==> config.mk <==
export PLATFORM = sky130hd
export DESIGN_NAME = clause_stream_parser
export DESIGN_NICKNAME = d
export VERILOG_FILES = /design/src/rtl/clause_stream_parser_pkg.sv /design/src/rtl/clause_stream_parser_token_assembler.sv /design/src/rtl/clause_stream_parser.sv
export SDC_FILE = /design/constraint.sdc
export NUM_CORES = 1
export LEC_CHECK = 0
export BUFFER_PORTS_ARGS = -buffer_cell sky130_fd_sc_hd__buf_2
export CAP_MARGIN = 10
export CORE_MARGIN = 1.5
export CORE_UTILIZATION = 40
export CTS_CLUSTER_DIAMETER = 50
export DETAILED_ROUTE_END_ITERATION = 16
export PLACE_DENSITY_LB_ADDON = 0.25
export SLEW_MARGIN = 25
export SYNTH_ARGS = -nofsm -noshare
export SYNTH_HDL_FRONTEND = slang
export SYNTH_SLANG_ARGS = --single-unit
==> constraint.sdc <==
create_clock -name clk -period 2.7 [get_ports clk]
set_clock_uncertainty 0.15 [all_clocks]
set_input_delay 0.405 -clock clk [delete_from_list [all_inputs] [get_ports clk]]
set_output_delay 0.405 -clock clk [all_outputs]
set_load 0.05 [all_outputs]
==> src/rtl/clause_stream_parser_pkg.sv <==
// Shared token and parser-state definitions for the clause stream parser.
package clause_stream_parser_pkg;

    localparam int TOKEN_W   = 16;
    localparam int FLAG_W    = 3;
    localparam int PAYLOAD_W = TOKEN_W - FLAG_W;

    // 011 and 100 are deliberately absent: they are illegal on the wire.
    typedef enum logic [FLAG_W-1:0] {
        FLAG_END_BOARD   = 3'b000,
        FLAG_END_LINE    = 3'b001,
        FLAG_OR          = 3'b010,
        FLAG_AND         = 3'b101,
        FLAG_START_LINE  = 3'b110,
        FLAG_START_BOARD = 3'b111
    } token_flag_t;

    localparam logic [2:0] ST_IDLE  = 3'd0;
    localparam logic [2:0] ST_BOARD = 3'd1;
    localparam logic [2:0] ST_LINE  = 3'd2;
    localparam logic [2:0] ST_DONE  = 3'd3;
    localparam logic [2:0] ST_ERROR = 3'd4;

endpackage

==> src/rtl/clause_stream_parser_token_assembler.sv <==
// Pairs accepted bytes into {flag, payload} tokens; tok_valid pulses with the completing byte.
module clause_stream_parser_token_assembler
    import clause_stream_parser_pkg::*;
(
    input  logic                 clk,
    input  logic                 rst,
    input  logic [7:0]           byte_in,
    input  logic                 accept,
    output logic                 tok_valid,
    output logic [FLAG_W-1:0]    flag,
    output logic [PAYLOAD_W-1:0] payload
);

    logic       phase;
    logic [7:0] first_byte;

    always_ff @(posedge clk or negedge rst) begin
        if (!rst) begin
            phase <= 1'b0;
        end else if (accept) begin
            phase <= !phase;
        end
    end

    // Data-only register: a reset drops the phase, so a stale first byte is never paired.
    always_ff @(posedge clk) begin
        if (accept && !phase) begin
            first_byte <= byte_in;
        end
    end

    assign tok_valid = accept && phase;
    assign flag      = first_byte[7:5];
    assign payload   = {first_byte[4:0], byte_in};

endmodule

==> src/rtl/clause_stream_parser.sv <==
// Walks the board/line/option/term token grammar and emits literal writes to the clause BRAM.
module clause_stream_parser
    import clause_stream_parser_pkg::*;
#(
    parameter int DIM_W    = 6,
    parameter int LINE_W   = 7,
    parameter int OPT_W    = 4,
    parameter int TERM_W   = 4,
    parameter int ASSIGN_W = 13
) (
    input  logic                             clk,
    input  logic                             rst,
    input  logic [7:0]                       byte_in,
    input  logic                             valid_in,
    output logic                             ready_out,
    output logic                             wr_valid,
    input  logic                             wr_ready,
    output logic [LINE_W+OPT_W+TERM_W-1:0]   wr_addr,
    output logic [ASSIGN_W-1:0]              wr_data,
    output logic                             line_done,
    output logic [OPT_W:0]                   line_opts,
    output logic [DIM_W-1:0]                 n,
    output logic [DIM_W-1:0]                 m,
    output logic                             board_done,
    output logic                             err
);

    localparam int LT_W = LINE_W + 1;
    localparam int TM_W = TERM_W + 1;
    localparam int OC_W = OPT_W + 1;

    logic                 accept;
    logic                 tok_valid;
    logic [FLAG_W-1:0]    tok_flag;
    logic [PAYLOAD_W-1:0] tok_payload;

    logic [2:0]        state;
    logic [LINE_W-1:0] line;
    logic [OPT_W-1:0]  opt;
    logic [TM_W-1:0]   term;

    logic [DIM_W-1:0]  new_n;
    logic [DIM_W-1:0]  new_m;
    logic              dims_zero;
    logic              line_full;

    assign ready_out = !(wr_valid && !wr_ready) && (state != ST_DONE);
    assign accept    = valid_in && ready_out;

    clause_stream_parser_token_assembler u_asm (
        .clk       (clk),
        .rst       (rst),
        .byte_in   (byte_in),
        .accept    (accept),
        .tok_valid (tok_valid),
        .flag      (tok_flag),
        .payload   (tok_payload)
    );

    assign new_n     = tok_payload[2*DIM_W-1 -: DIM_W];
    assign new_m     = tok_payload[DIM_W-1:0];
    assign dims_zero = (new_n == '0) || (new_m == '0);
    assign line_full = ({1'b0, line} == (LT_W'(n) + LT_W'(m)));

    // term is one bit wider than the address field so that 2**TERM_W is representable and caught.
    always_ff @(posedge clk or negedge rst) begin
        if (!rst) begin
            state      <= ST_IDLE;
            line       <= '0;
            opt        <= '0;
            term       <= '0;
            n          <= '0;
            m          <= '0;
            wr_valid   <= 1'b0;
            wr_addr    <= '0;
            wr_data    <= '0;
            line_done  <= 1'b0;
            line_opts  <= '0;
            board_done <= 1'b0;
            err        <= 1'b0;
        end else begin
            line_done <= 1'b0;
            if (wr_valid && wr_ready) begin
                wr_valid <= 1'b0;
            end
            if (tok_valid) begin
                case (state)
                    ST_IDLE, ST_ERROR: begin
                        if (tok_flag == FLAG_START_BOARD && !dims_zero) begin
                            n          <= new_n;
                            m          <= new_m;
                            line       <= '0;
                            opt        <= '0;
                            term       <= '0;
                            err        <= 1'b0;
                            board_done <= 1'b0;
                            state      <= ST_BOARD;
                        end else if (state == ST_IDLE || tok_flag == FLAG_START_BOARD) begin
                            err   <= 1'b1;
                            state <= ST_ERROR;
                        end
                    end
                    ST_BOARD: begin
                        case (tok_flag)
                            FLAG_START_LINE: begin
                                if (line_full) begin
                                    err   <= 1'b1;
                                    state <= ST_ERROR;
                                end else begin
                                    wr_valid <= 1'b1;
                                    wr_addr  <= {line, {OPT_W{1'b0}}, {TERM_W{1'b0}}};
                                    wr_data  <= tok_payload[ASSIGN_W-1:0];
                                    opt      <= '0;
                                    term     <= TM_W'(1);
                                    state    <= ST_LINE;
                                end
                            end
                            FLAG_END_BOARD: begin
                                if (line_full) begin
                                    board_done <= 1'b1;
                                end else begin
                                    err <= 1'b1;
                                end
                                state <= ST_DONE;
                            end
                            default: begin
                                err   <= 1'b1;
                                state <= ST_ERROR;
                            end
                        endcase
                    end
                    ST_LINE: begin
                        case (tok_flag)
                            FLAG_AND: begin
                                if (term[TERM_W]) begin
                                    err   <= 1'b1;
                                    state <= ST_ERROR;
                                end else begin
                                    wr_valid <= 1'b1;
                                    wr_addr  <= {line, opt, term[TERM_W-1:0]};
                                    wr_data  <= tok_payload[ASSIGN_W-1:0];
                                    term     <= term + TM_W'(1);
                                end
                            end
                            FLAG_OR: begin
                                if (&opt) begin
                                    err   <= 1'b1;
                                    state <= ST_ERROR;
                                end else begin
                                    wr_valid <= 1'b1;
                                    wr_addr  <= {line, opt + OPT_W'(1), {TERM_W{1'b0}}};
                                    wr_data  <= tok_payload[ASSIGN_W-1:0];
                                    opt      <= opt + OPT_W'(1);
                                    term     <= TM_W'(1);
                                end
                            end
                            FLAG_END_LINE: begin
                                line_done <= 1'b1;
                                line_opts <= {1'b0, opt} + OC_W'(1);
                                line      <= line + LINE_W'(1);
                                state     <= ST_BOARD;
                            end
                            default: begin
                                err   <= 1'b1;
                                state <= ST_ERROR;
                            end
                        endcase
                    end
                    ST_DONE: begin
                    end
                    default: begin
                        err   <= 1'b1;
                        state <= ST_ERROR;
                    end
                endcase
            end
        end
    end

endmodule

### Word level (Yosys, flattened, before mapping)

Index checks and enable logic that the tools add are counted.

| cells by class | value |
|---|---|
| $add $sub $neg | 5 |
| multipliers | 0 |
| divide/modulo/power cells | 0 |
| magnitude comparators | 0 |
| equal/unequal tests | 28 |
| shift-type cells | 0 |
| multiplexer cells | 59 |
| bitwise logic cells | 1 |
| reductions and logical operators | 33 |

Operators with widths:

| operator | count |
|---|---|
| $mux 15 | 4 |
| $pmux 15 s2 | 2 |
| $mux 13 | 4 |
| $pmux 13 s2 | 2 |
| $mux 5 | 5 |
| $ne 3x3->1 const B | 7 |
| $reduce_and 7->1 | 3 |
| $mux 4 | 5 |
| $mux 1 | 17 |
| $reduce_and 8->1 | 2 |
| $mux 3 | 5 |
| $pmux 5 s3 | 1 |
| $mux 7 | 2 |
| $ne 2x2->1 const B | 7 |
| $pmux 7 s2 | 1 |
| $eq 3x3->1 const B | 4 |
| $logic_not 6->1 | 2 |
| $pmux 3 s4 | 1 |
| $pmux 4 s3 | 1 |
| $pmux 5 s2 | 1 |
| $reduce_and 5->1 | 2 |
| $eq 3x2->1 const B | 3 |
| $pmux 3 s3 | 1 |
| $pmux 1 s2 | 4 |
| 22 further kinds | 40 |

| word-level totals | value |
|---|---|
| register bits after elaboration | 77 |
| bits in latches | 0 |
| bits in writable memories | 0 |
| ROM bits | 0 |
| input port bits | 12 |
| output and inout port bits | 50 |
| memories kept | 0 |

### Logic depth before layout (Yosys ltp)

| logic depth | value |
|---|---|
| depth in word-level cells | 7 |
| mapped depth | 11 |
| gate-level depth less buffers | 9 |

### Modules after synthesis

Synthesis repeated with hierarchy kept, for this count alone.

| second synthesis, totals | value |
|---|---|
| cell total of the unflattened synthesis | 340 |
| area total of the unflattened synthesis | 3912.5 sq um |

Modules (own cells, without submodules):

| module | times used | cells an instance | area each (sq um) | seq. area each (sq um) |
|---|---|---|---|---|
| clause_stream_parser | 1 | 320 | 3562.2 | 1701.6 |
| clause_stream_parser_token_assembler | 1 | 20 | 350.3 | 265.3 |

### Worst setup path before layout

Ideal clock, no wire load.

| path | value |
|---|---|
| path type | reg2reg |
| start point | register n[0] |
| end point | register wr_data[2] |
| setup time | 0.125 ns |
| data arrival time | 2.956 ns |
| setup slack | -0.531 ns |
| cell stages (with the launch flop) | 12 |
| path buffers | 2 |
| cells stage by stage | dfrtp_1 -> ha_1 -> fa_1 -> a21o_1 -> a2111oi_1 -> a21oi_1 -> a21oi_2 -> nand3_4 -> a21oi_4 -> buf_6 -> buf_8 -> mux2_4 |

| between the ends | value |
|---|---|
| longest elaborated chain between the ends | 4 |

Ends and longest elaborated chain:

| element | RTL line | text |
|---|---|---|
| start, declared | clause_stream_parser.sv:22 | `output logic [DIM_W-1:0] n,` |
| start signal, assigned | clause_stream_parser.sv:90 | `n <= new_n;` |
| $add 6x6->7 | clause_stream_parser.sv:63 | `assign line_full = ({1'b0, line} == (LT_W'(n) + LT_W'(m)));` |
| $eq 7x7->1 | clause_stream_parser.sv:63 |  |
| $ne 2x2->1 (no source line) | n/a |  |
| $reduce_and 7->1 (no source line) | n/a |  |
| end signal, assigned | clause_stream_parser.sv:112 | `wr_data <= tok_payload[ASSIGN_W-1:0];` |
| end signal, assigned | clause_stream_parser.sv:141 | `wr_data <= tok_payload[ASSIGN_W-1:0];` |
| end signal, assigned | clause_stream_parser.sv:152 | `wr_data <= tok_payload[ASSIGN_W-1:0];` |
| end, declared | clause_stream_parser.sv:19 | `output logic [ASSIGN_W-1:0] wr_data,` |

No other way between the ends.
A chain may end at the register's enable or synchronous reset.

### Worst setup path in the final report

| path | value |
|---|---|
| start point | register n[0] |
| end point | register wr_addr[8] |

| between the ends | value |
|---|---|
| longest elaborated chain between the ends | 4 |

Ends and longest elaborated chain:

| element | RTL line | text |
|---|---|---|
| $add 6x6->7 | clause_stream_parser.sv:63 |  |
| $eq 7x7->1 | clause_stream_parser.sv:63 |  |
| $ne 2x2->1 (no source line) | n/a |  |
| $reduce_and 7->1 (no source line) | n/a |  |
| end signal, assigned | clause_stream_parser.sv:111 | `wr_addr <= {line, {OPT_W{1'b0}}, {TERM_W{1'b0}}};` |
| end signal, assigned | clause_stream_parser.sv:140 | `wr_addr <= {line, opt, term[TERM_W-1:0]};` |
| end signal, assigned | clause_stream_parser.sv:151 | `wr_addr <= {line, opt + OPT_W'(1), {TERM_W{1'b0}}};` |
| end, declared | clause_stream_parser.sv:18 | `output logic [LINE_W+OPT_W+TERM_W-1:0] wr_addr,` |

No other way between the ends.

==> key figures <==
Route
  – DR top layer: met4
  – Met2 WL: 4560 µm
  – DRT Pass-1 Iters: 4
  – M1 WL: 4153 µm
  – DRC viols: 0
  – Metal3 WL: 333 µm
  – Drt via density: 5.153
  – Via count: 3,004
  – Routed Wire Length: 9080 µm
  – Antenna-violating nets left: 0
  – Initial DRC count: 124
  – WL/cell: 15.57 µm

Status
  – Failing checks: setup timing
  – Status: finished with violations

Clocking
  – Longest Clk Path Bufs: 2
  – Reg clk slew, reported paths: 0.09 ns
  – CTS Buf Count: 9
  – CTS tree: yes
  – Number of clock sinks: 77
  – Root Driver: clkbuf_8
  – Worst-skew pair later-pin latency: 0.36 ns
  – H-tree depth: 3

Power and ir drop
  – Power Internal: 2.719 mW
  – Reg power frac: 35.2%
  – Leak: 2.385 nW
  – Clock Power Share: 17.4%
  – P_sw: 2.293 mW
  – Switching share of power: 45.75%
  – Pwr per Cell Area: 1047 mW/mm²
  – Logic pwr share: 47.4%
  – Peak VDD IR: 0.4482 mV

Setup path
  – Crit. End Element: register
  – Crit path launch type: register
  – CP Data Required Time: 2.79 ns
  – Kind of critical path: reg -> reg
  – Reg2reg path depth: 10
  – WP data arrival: 3.00 ns
  – CP max FO: 22

STA
  – Setup TNS: -5.699 ns
  – Final worst slack: -0.2074 ns
  – Final hold vios: 0
  – Finish-stage setup viols: 37
  – Max-Slew Margin vs Limit: 54.31%
  – Max Fclk: 344.0 MHz
  – RSZ-0062 raised after global routing: yes
  – Min Tclk post-route: 2.907 ns
  – Slew @ Worst Pin: 0.6829 ns
  – Final slew viol count: 0
  – Period utilisation layout: 107.7%

Global route
  – Number of global-route vias before repair: 2,978
  – Largest net degree at the start of global routing: 25
  – First-pass GRT wire length: 14,610 µm
  – Congestion Overflow GR: 0
  – Overall routing resource usage: 18.56%
  – Initial antenna violation count: 0

Place
  – IO Port Bufs: 61
  – Gp weighted congestion: 0.8369
  – Post-DP HPWL: 6724 µm

Logic synthesis
  – Post-Syn Instances: 363
  – Fraction of registers with async set/reset: 89.61%
  – Synth Area per Inst: 10.67 µm²
  – Post-synth EDFFs: 8
  – Area leader, netlist: dfrtp_1
  – Synth Flop Type: dfrtp_1
  – Syn Nets: 385
  – Share of the synthesized area in the top cell type: 44.59%
  – Synth Warn #: 0
  – Post-synthesis sequential area ratio: 50.79%
  – Synth top area cells: dfrtp_1 (45%), nand2_1 (6.8%), edfxtp_1 (6.2%), mux2_1 (5.5%), xnor2_1 (2.9%)
  – Yosys reg bits: 77
  – Yosys cell types: 65
  – Synthesized cell area: 0.003872 mm²

Worst hold path
  – Hold/Removal Path Class: in -> reg
  – Depth of the worst hold-timing path: 1

Cells and area
  – Fraction of layout cells with a size suffix above 1: 29.52%
  – Area growth syn-to-layout: 23.59%
  – Inserted Diodes: 0
  – Final nets: 471
  – Commonest non-fill, non-tap cell in the layout: nand2_1
  – Most frequent cells in the layout: nand2_1 (70), dfrtp_1 (67), buf_2 (61)
  – Util after Layout: 51.31%

Floorplanning
  – Core ar.: 0.009328 mm²
  – Initial Utilization: 41.52%
  – Die ar.: 0.01028 mm²
  – # rows: 35
  – Die X: 101.4 µm
  – Top-Level Pins: 62
  – Die Height: 101.4 µm

Flow run
  – Max Cap Viol: 0
-- critical path, cell delays in order (launching register included) --
cell	delay, ns
dfrtp_2	0.43
ha_4	0.17
fa_2	0.35
a21o_4	0.25
a2111oi_4	0.30
a311oi_2	0.08
a21oi_2	0.18
nand3_4	0.11
a21oi_4	0.21
buf_12	0.21
mux2_1	0.34
-- repair_timing --
item                                    4_1_cts  5_1_grt
pin swaps                                     0        4
hold endpoints to repair                      9        0
cloned                                        0        0
endpoints found under the setup margin       34       42
buffers inserted                              0        3
resized for setup                             6        8
hold buffers                                  1        0
-- cell type report --
cell class              count  area (µm²)
clock buffers              10       148.9
clock inverters             6       51.30
fillers                   863        4542
inverters                   7       26.28
multi-input cells         267        1906
flip-flops and latches     77        1969
well taps                 129       161.4
repair buffers             87       523.0
-- routing by layer --
metal,up-vias,GRT usage (%)
met1,1494,23.78
met4,0,3.526
met3,4,5.176
li1,1448,-
met2,58,31.75
met5,-,0
-- power groups by stage --
stage | registers (mW) | clock network, mW | logic (mW)
floorplan | 2.42 | 0 | 0.978
global placement | 1.77 | 0 | 2.19
detailed placement | 1.79 | 0 | 2.23
CTS | 1.76 | 0.901 | 2.31
global route | 1.81 | 0.941 | 2.55
finish | 1.76 | 0.874 | 2.37
-- final timing paths --
path                                     startpoint                  end  slack (ns)
worst max register to register                 n[0]           wr_addr[8]       -0.21
max in group asynchronous                       rst           wr_addr[5]        1.51
min in group asynchronous                       rst          wr_addr[11]        0.29
worst min-delay path                     byte_in[1]  u_asm.first_byte[1]        0.12
worst min register to register  u_asm.first_byte[4]          wr_data[12]        0.32
worst max-delay path                           n[0]           wr_addr[8]       -0.21
-- flip-flops by register name (all words and copies together) (netlist names), 3 cells and up --
register / count
wr_addr: 15
wr_data: 13
u_asm.first_byte: 8
line: 7
m: 6
n: 6
line_opts: 5
term: 5
opt: 4
state: 3
-- synth_stat cells (all sizes together), types with 2 or more instances --
cell,number
nand2,70
dfrtp,69
nor2,28
mux2,25
xnor2,13
a21oi,12
o21ai,11
a21o,9
ha,9
nand3,9
buf,8
edfxtp,8
and2,7
inv,6
nor3,6
xor2,6
mux2i,5
nor3b,5
a211oi,4
and3,4
clkbuf,4
nor4,4
a22o,3
a31oi,3
nand2b,3
or2,3
a2111oi,2
nand3b,2
nand4,2
nand4b,2
nor2b,2
or3,2
-- logic make-up after synthesis --
logic type | count (synthesis) | synth area share (%)
AND/OR/NAND/NOR | 151 | 19.13
flip-flops | 77 | 50.79
AO/OA/AOI/OAI | 57 | 10.70
multiplexers | 30 | 9.047
XOR/XNOR | 19 | 4.297
buffers and inverters | 19 | 2.616
adder cells (fa/ha/maj) | 10 | 3.425
-- metrics by stage --
| step | instances | power [mW] | hold slack, ns | area (µm²) | setup slack (ns) |
|---|---|---|---|---|---|
| 6_report | 583 | 5.011 | 0.1199 | 4786 | -0.2074 |
| 3_5_place_dp | 563 | 4.016 | 0.1504 | 4473 | -0.2008 |
| 3_3_place_gp | 563 | 3.963 | 0.1529 | 4473 | -0.1287 |
| 4_1_cts | 580 | 4.973 | 0.1080 | 4732 | -0.1986 |
| 2_1_floorplan | 363 | 3.400 | -0.04059 | 3904 | -0.2916 |
| 5_1_grt | 583 | 5.299 | 0.09553 | 4786 | -0.3318 |
No activity file was read; power rests on OpenSTA's default activity.
